==> src/rtl/multicycle_control_unit.sv <==
// Moore control FSM for a shared-ALU, shared-memory multicycle MIPS datapath.
// Stalls on mem_ready, flags unsupported opcodes and counts retired instructions.
module multicycle_control_unit #(
    parameter int CNT_W = 32
) (
    input  logic             clk,
    input  logic             reset,
    input  logic [5:0]       Op,
    input  logic [5:0]       Funct,
    input  logic             Zero,
    input  logic             mem_ready,
    output logic             IorD,
    output logic             MemRead,
    output logic             MemWrite,
    output logic             IRWrite,
    output logic             PCEn,
    output logic [1:0]       PCSrc,
    output logic             ALUSrcA,
    output logic [1:0]       ALUSrcB,
    output logic [2:0]       ALUControl,
    output logic             RegDst,
    output logic             MemtoReg,
    output logic             RegWrite,
    output logic             illegal_op,
    output logic [CNT_W-1:0] retired,
    output logic [3:0]       state_dbg
);

    typedef enum logic [3:0] {
        FETCH   = 4'd0,
        DECODE  = 4'd1,
        MEMADR  = 4'd2,
        MEMRD   = 4'd3,
        MEMWB   = 4'd4,
        MEMWR   = 4'd5,
        RTYPEEX = 4'd6,
        ALUWB   = 4'd7,
        BEQ     = 4'd8,
        ADDIEX  = 4'd9,
        ADDIWB  = 4'd10,
        J       = 4'd11
    } state_t;

    typedef struct packed {
        logic       iord;
        logic       mem_read;
        logic       mem_write;
        logic       fetch;
        logic       pc_write;
        logic       branch;
        logic [1:0] pc_src;
        logic       alu_src_a;
        logic [1:0] alu_src_b;
        logic [2:0] alu_ctl;
        logic       reg_dst;
        logic       mem_to_reg;
        logic       reg_write;
    } ctrl_t;

    localparam logic [5:0] OP_RTYPE = 6'b000000;
    localparam logic [5:0] OP_LW    = 6'b100011;
    localparam logic [5:0] OP_SW    = 6'b101011;
    localparam logic [5:0] OP_BEQ   = 6'b000100;
    localparam logic [5:0] OP_ADDI  = 6'b001000;
    localparam logic [5:0] OP_J     = 6'b000010;

    localparam logic [2:0] ALU_ADD = 3'b010;
    localparam logic [2:0] ALU_SUB = 3'b110;
    localparam logic [2:0] ALU_AND = 3'b000;
    localparam logic [2:0] ALU_OR  = 3'b001;
    localparam logic [2:0] ALU_SLT = 3'b111;

    function automatic logic [2:0] alu_from_funct(input logic [5:0] funct);
        logic [2:0] a;
        case (funct)
            6'b100010: a = ALU_SUB;
            6'b100100: a = ALU_AND;
            6'b100101: a = ALU_OR;
            6'b101010: a = ALU_SLT;
            default:   a = ALU_ADD;
        endcase
        return a;
    endfunction

    function automatic ctrl_t decode_ctrl(input state_t s, input logic [5:0] funct);
        ctrl_t c;
        c = '0;
        case (s)
            FETCH: begin
                c.mem_read  = 1'b1;
                c.fetch     = 1'b1;
                c.alu_src_b = 2'b01;
                c.alu_ctl   = ALU_ADD;
            end
            DECODE: begin
                c.alu_src_b = 2'b11;
                c.alu_ctl   = ALU_ADD;
            end
            MEMADR, ADDIEX: begin
                c.alu_src_a = 1'b1;
                c.alu_src_b = 2'b10;
                c.alu_ctl   = ALU_ADD;
            end
            MEMRD: begin
                c.mem_read = 1'b1;
                c.iord     = 1'b1;
            end
            MEMWB: begin
                c.reg_write  = 1'b1;
                c.mem_to_reg = 1'b1;
            end
            MEMWR: begin
                c.iord      = 1'b1;
                c.mem_write = 1'b1;
            end
            RTYPEEX: begin
                c.alu_src_a = 1'b1;
                c.alu_ctl   = alu_from_funct(funct);
            end
            ALUWB: begin
                c.reg_write = 1'b1;
                c.reg_dst   = 1'b1;
            end
            ADDIWB: c.reg_write = 1'b1;
            BEQ: begin
                c.alu_src_a = 1'b1;
                c.alu_ctl   = ALU_SUB;
                c.pc_src    = 2'b01;
                c.branch    = 1'b1;
            end
            J: begin
                c.pc_src   = 2'b10;
                c.pc_write = 1'b1;
            end
            default: c = '0;
        endcase
        return c;
    endfunction

    state_t             state_q, state_d;
    ctrl_t              ctrl_q, ctrl_d;
    logic [CNT_W-1:0]   retired_q, retired_d;
    logic               retire;

    always_comb begin
        state_d    = state_q;
        retire     = 1'b0;
        illegal_op = 1'b0;
        case (state_q)
            FETCH:   if (mem_ready) state_d = DECODE;
            DECODE: begin
                case (Op)
                    OP_LW, OP_SW: state_d = MEMADR;
                    OP_RTYPE:     state_d = RTYPEEX;
                    OP_BEQ:       state_d = BEQ;
                    OP_ADDI:      state_d = ADDIEX;
                    OP_J:         state_d = J;
                    default: begin
                        state_d    = FETCH;
                        illegal_op = 1'b1;
                    end
                endcase
            end
            MEMADR:  state_d = (Op == OP_LW) ? MEMRD : MEMWR;
            MEMRD:   if (mem_ready) state_d = MEMWB;
            MEMWR: begin
                if (mem_ready) begin
                    state_d = FETCH;
                    retire  = 1'b1;
                end
            end
            RTYPEEX: state_d = ALUWB;
            ADDIEX:  state_d = ADDIWB;
            MEMWB, ALUWB, ADDIWB, BEQ, J: begin
                state_d = FETCH;
                retire  = 1'b1;
            end
            default: state_d = FETCH;
        endcase
        // Outputs are registered from the next state so they line up with state_q.
        ctrl_d    = decode_ctrl(state_d, Funct);
        retired_d = retired_q + CNT_W'(retire);
    end

    always_ff @(posedge clk or negedge reset) begin
        if (!reset) begin
            state_q   <= FETCH;
            ctrl_q    <= decode_ctrl(FETCH, 6'd0);
            retired_q <= '0;
        end else begin
            state_q   <= state_d;
            ctrl_q    <= ctrl_d;
            retired_q <= retired_d;
        end
    end

    // Write enables are also gated by reset so they drop the instant it asserts.
    assign IorD       = ctrl_q.iord;
    assign MemRead    = ctrl_q.mem_read;
    assign MemWrite   = reset & ctrl_q.mem_write;
    assign IRWrite    = reset & ctrl_q.fetch & mem_ready;
    assign PCEn       = reset & ((ctrl_q.fetch & mem_ready) | ctrl_q.pc_write |
                                 (ctrl_q.branch & Zero));
    assign PCSrc      = ctrl_q.pc_src;
    assign ALUSrcA    = ctrl_q.alu_src_a;
    assign ALUSrcB    = ctrl_q.alu_src_b;
    assign ALUControl = ctrl_q.alu_ctl;
    assign RegDst     = ctrl_q.reg_dst;
    assign MemtoReg   = ctrl_q.mem_to_reg;
    assign RegWrite   = reset & ctrl_q.reg_write;
    assign retired    = retired_q;
    assign state_dbg  = state_q;

endmodule

==> config.mk <==
export PLATFORM = sky130hd
export DESIGN_NAME = multicycle_control_unit
export DESIGN_NICKNAME = d
export VERILOG_FILES = /design/src/rtl/multicycle_control_unit.sv
export SDC_FILE = /design/constraint.sdc
export NUM_CORES = 1
export LEC_CHECK = 0
export CORE_ASPECT_RATIO = 0.6
export CORE_UTILIZATION = 43
export CTS_CLUSTER_SIZE = 28
export DETAILED_ROUTE_END_ITERATION = 6
export MAX_ROUTING_LAYER = met4
export PLACE_DENSITY = 0.77
export SYNTH_ARGS = -nofsm -noshare
export SYNTH_HDL_FRONTEND = slang
export SYNTH_SLANG_ARGS = --single-unit
export TNS_END_PERCENT = 30
==> constraint.sdc <==
create_clock -name clk -period 2.2 [get_ports clk]
set_input_delay 0.44 -clock clk [delete_from_list [all_inputs] [get_ports clk]]
set_output_delay 0.44 -clock clk [all_outputs]
set_load 0.05 [all_outputs]
* Yosys cells after proc, flatten, opt, wreduce, memory -nomap -nowiden
Cells that the tools add are included.
Widths: inputs -> output; s select.
** Storage, ports and cells
- Register bits :: 53
- Output and inout bits :: 53
- Logic and storage cells :: 92
** Operators by class
- $add $sub $neg :: 1
- Eq/ne operators :: 31
- Multiplexer cells :: 24
- Bitwise logic cells :: 9
- Reduce and logical (&&, ||, !) cells :: 12
** Operators by type and width (count)
- $eq 6x6->1 const B :: 6
- $add 32x1->32 :: 1
- $eq 4x3->1 const B :: 8
- $eq 4x4->1 const B :: 8
- $pmux 4 s7 :: 1
- $pmux 4 s5 :: 1
- $eq 4x2->1 const B :: 4
- $mux 1 :: 13
- $mux 4 :: 3
- $pmux 3 s4 :: 1
- $pmux 3 s3 :: 1
- $eq 4x1->1 const B :: 2
- $logic_not 4->1 :: 2
- $reduce_or 2->1 :: 4
- $reduce_or 4->1 :: 2
- $and 1x1->1 :: 7
- $eq 6x2->1 const B :: 1
- $eq 6x3->1 const B :: 1
- $eq 6x4->1 const B :: 1
- $logic_not 6->1 :: 1
- $pmux 2 s3 :: 1
- $reduce_or 6->1 :: 1
- $reduce_or 5->1 :: 1
- $pmux 2 s2 :: 1
- other kinds (4) :: 5

* Depth between registers and ports, before layout
- Word-level depth :: 7
- Mapped depth :: 12

* Worst setup path before layout
Ideal clock, no wire load.
- Path kind :: reg-to-reg
- Start point :: register state_q[1] (netlist: state_dbg[1])
- End point :: register retired_q[24] (netlist: retired[24])
- Setup time :: 142 ps
- Arrival :: 2584 ps
- Setup slack :: -526 ps
- Cell stages (with the launch flop) :: 13
- Path buffers :: 1
- Clock period less this slack :: 2726 ps
- Cell sequence :: dfrtp_1 -> buf_6 -> nand2b_4 -> nand3b_1 -> o21ai_0 -> o21a_1 -> ha_1 -> ha_1 -> and3_1 -> nand4_1 -> nor3_1 -> nand2_1 -> xnor2_1
** Between the ends
- Longest elaborated chain between the ends :: 4
- Elaborated cells between the ends (all ways) :: 9
** RTL lines
- start, declared :: RTL line 140 : state_t state_q, state_d;
- start signal, assigned :: RTL line 191 : state_q <= state_d;
- $eq 4x3->1 / $eq 4x4->1 (equally long branches) :: RTL line 149 : case (state_q)
- $reduce_or 5->1 :: RTL line 149
- $pmux 1 s2 * :: RTL line 149
- $add 32x1->32 * :: RTL line 182 : retired_d = retired_q + CNT_W'(retire);
- named net retired_d[24] :: RTL line 142 : logic [CNT_W-1:0] retired_q, retired_d;
- end signal, assigned :: RTL line 193 : retired_q <= retired_d;
- end, declared :: RTL line 142
The timed path passes the listed nets; every way through them passes the cells marked *.

* Final worst setup path
- Start point :: register state_q[2] (netlist: state_dbg[2])
- End point :: register retired_q[24] (netlist: retired[24])
The elaborated chain is that of the path after synthesis.

==> impl_metrics.ini <==
[synthesis]
synth_area_per_cell_sq_um = 11.1
synth_area_sq_um = 2510
synth_xor_xnor_area_share = 0.111
synth.distinct_cells = 50
synth_flop_cell = dfrtp_1
yosysSeqAreaShare = 0.519
syn-num-nets = 244
synth_seq_cells = 52
yosys.area_share.simple = 0.238
muxShareOfSynthArea = 0
synth_edf_count = 0
netlist_instances = 226
async_flop_share = 1.00
synth_top_family_by_area = simple AND/OR/NAND/NOR gates
synth_compound_gate_area_share = 0.0806
synth.yosys.warnings = 0
synthAdderAreaFrac = 0.00995

[cells_and_area]
fin_util = 0.664
drive_above_1_share = 0.240
nets = 338
antenna_cells_inserted = 0
syn2layout_area_growth_pct = 47.8

[cts]
numCtsBuffers = 5
clockBufferDepth = 2
cts_tree = done
cts_sinks = 52
clk_pin_slew_ns = 0.09
insertion_delay_ns = 0.30
cts_max_level = 2
cts_root_buffer = clkbuf_8

[job]
cap_violations = 0

[drt]
wl_met1_mm = 3.05
drt_iter0_drc = 96
vias_per_cell = 4.95
first_pass_iters = 4
wl_per_cell_um = 14.6
met3_length_um = 222
drc = 0
dr_wl_met2_mm = 2.53
num_vias = 1984
antenna_left = 0
drt_wl_total_mm = 5.85
top_layer_used = met4

[power_and_ir_drop]
p_leak_nw = 1.67
peakVddDrop_uv = 777
power_density_nw_per_um2 = 731

[die]
chipWidth_um = 101
core_sq_um = 5600
rows = 21
die_y_um = 61.2
start_util = 0.449
dieArea_sq_um = 6170
ios = 69

[grt]
grt_max_degree = 39
grt_usage = 0.210
grt_pass1_vias = 1871
gr-total-overflow = 0
grt_first_pass_wirelength_mm = 9.33
antenna_found_initial = 0

[run_status]
violations = negative setup slack
outcome = finished, violations left

[sta]
timing.final.crit_period_ns = 2.23
worst_slew_pin_slew_ns = 0.530
rsz0062_at_grt = true
hold_violations = 0
slew_violations = 0
tns_ns = -0.0678
clock.fmax_mhz = 449
fin_ws_ns = -0.0284
setup_viol = 4
relSlewSlack = 0.645
timing.hold.ws_ns = 0.495
fin_crit_sh = 1.01
finClkSkew_ns = 0.00812

[setup_path]
cp-end-kind = flip-flop
crit_chain = nand3b_1 > o21ai_2 > o21a_1 > ha_4 > ha_4 > and3_4 > nand4_1 > buf_6 > nor3_4 > nand2_1 > xnor2_1
crit_top_cell = ha_4
arrival_ns = 2.42
crit_fanout = 4
worstRegToRegCells = 11
worst_path_largest_cell_delay_ns = 0.45
crit_path_top_delay_cell = dfrtp_2
crit_type = flip-flop to flip-flop
start_kind = flip-flop
worstPathRequired_ns = 2.39

[place]
hpwl_mm = 4.36
globalplace.congestion = 0.836
port_buffers = 68

[worst_hold_path]
holdPathStages = 1
hold_path.class = flip-flop to flip-flop
[path summary, 6_finish.rpt]
kind	startpoint	to	slack, ns
max in group asynchronous	reset	state_dbg[3]$_DFF_PN0_	0.93
worst max-delay path	state_dbg[2]$_DFF_PN0_	retired[24]$_DFF_PN0_	-0.03
worst min register to register	retired[31]$_DFF_PN0_	retired[31]$_DFF_PN0_	0.50
worst max register to register	state_dbg[2]$_DFF_PN0_	retired[24]$_DFF_PN0_	-0.03
worst min-delay path	retired[31]$_DFF_PN0_	retired[31]$_DFF_PN0_	0.50
min in group asynchronous	reset	retired[29]$_DFF_PN0_	0.51
[cells by family after synthesis]
kind of cell | after synthesis
AO/OA/AOI/OAI | 24
XOR/XNOR | 32
AND/OR/NAND/NOR | 100
adder cells (fa/ha/maj) | 2
flip-flops | 52
buffers and inverters | 16
[cell type report]
type | instances | area [sq um]
Timing Repair Buffer | 98 | 973
Sequential cell | 52 | 1310
Fill cell | 437 | 1880
Tap cell | 80 | 100
Clock inverter | 1 | 30.0
Inverter | 5 | 20.0
Clock buffer | 7 | 96.3
Multi-Input combinational cell | 158 | 1180
[flip-flops by register name (all words and copies together), names as in the netlist]
signal      count
retired        32
ctrl_q          4
state_dbg       4
ALUControl      3
ALUSrcB         2
PCSrc           2
ALUSrcA         1
IorD            1
MemRead         1
MemtoReg        1
RegDst          1
[timing repair]
item	CTS	global route
endpoints found under the setup margin	11	15
pin swaps	1	9
gates resized for setup	6	11
buffers inserted	1	2
endpoints found under the hold margin	4	0
hold buffers	1	0
[cells in the mapped netlist, drive strengths merged (2+ instances only)]
cell type  number  area (sq um)
dfrtp          48          1200
xnor2          23           201
nand2          21          83.8
nor2           17          63.8
and3           11          73.8
nand3          11          55.1
buf            10          78.8
xor2            9          78.8
nor3            7          40.0
o21ai           7          35.0
and2            6          37.5
nand2b          5          46.3
dfstp           4           105
inv             4          15.0
nand3b          4          30.0
a21oi           3          15.0
nand4           3          18.8
nor2b           3          18.8
and4            2          17.5
ha              2          25.0
nand4b          2          17.5
nor3b           2          15.0
nor4            2          27.5
nor4b           2          32.5
o211ai          2          20.0
o22ai           2          12.5
[metrics by stage]
step	cells	setup slack, ns	power [mW]	area [sq um]
2_1_floorplan	226	-0.219	1.66	2560
3_5_place_dp	389	-0.310	1.99	3490
5_1_grt	401	-0.0971	2.82	3720
6_report	401	-0.0284	2.72	3720
4_1_cts	399	0.00535	2.71	3660
3_3_place_gp	389	-0.204	1.98	3490
[routing by layer]
layer	GRT usage	vias to the layer above
met1	0.312	965
met4	0.0497	0
met5	-	-
met3	0.0443	5
met2	0.291	41
li1	-	973
[layout by cell type, fill, tap and decap left out, types with 7 or more instances in the layout]
master           netlist  routed
clkbuf_8               0       7
nand2_1               19      18
nor2_1                17      15
xnor2_1               23      23
nand3_1               11      11
dfrtp_1               48      44
xor2_1                 9       9
clkdlybuf4s50_1        0      57
and3_1                10       8
buf_4                  9      27
[power by group]
group	internal (mW)	total (mW)	switching, mW
logic	0.351	0.883	0.532
clock network	0.401	0.703	0.301
registers	1.05	1.13	0.0787
[critical path, delay by kind of cell, from the launching register on]
kind                       cells  cell delay (ns)
and+or+nand+nor                5             0.79
DFF                            1             0.45
adders and majority gates      2             0.30
AOI/OAI and AO/OA              2             0.28
buffers and inverters          1             0.15
xor gates and xnor gates       1             0.14
Power figures use the tool's default switching activity.
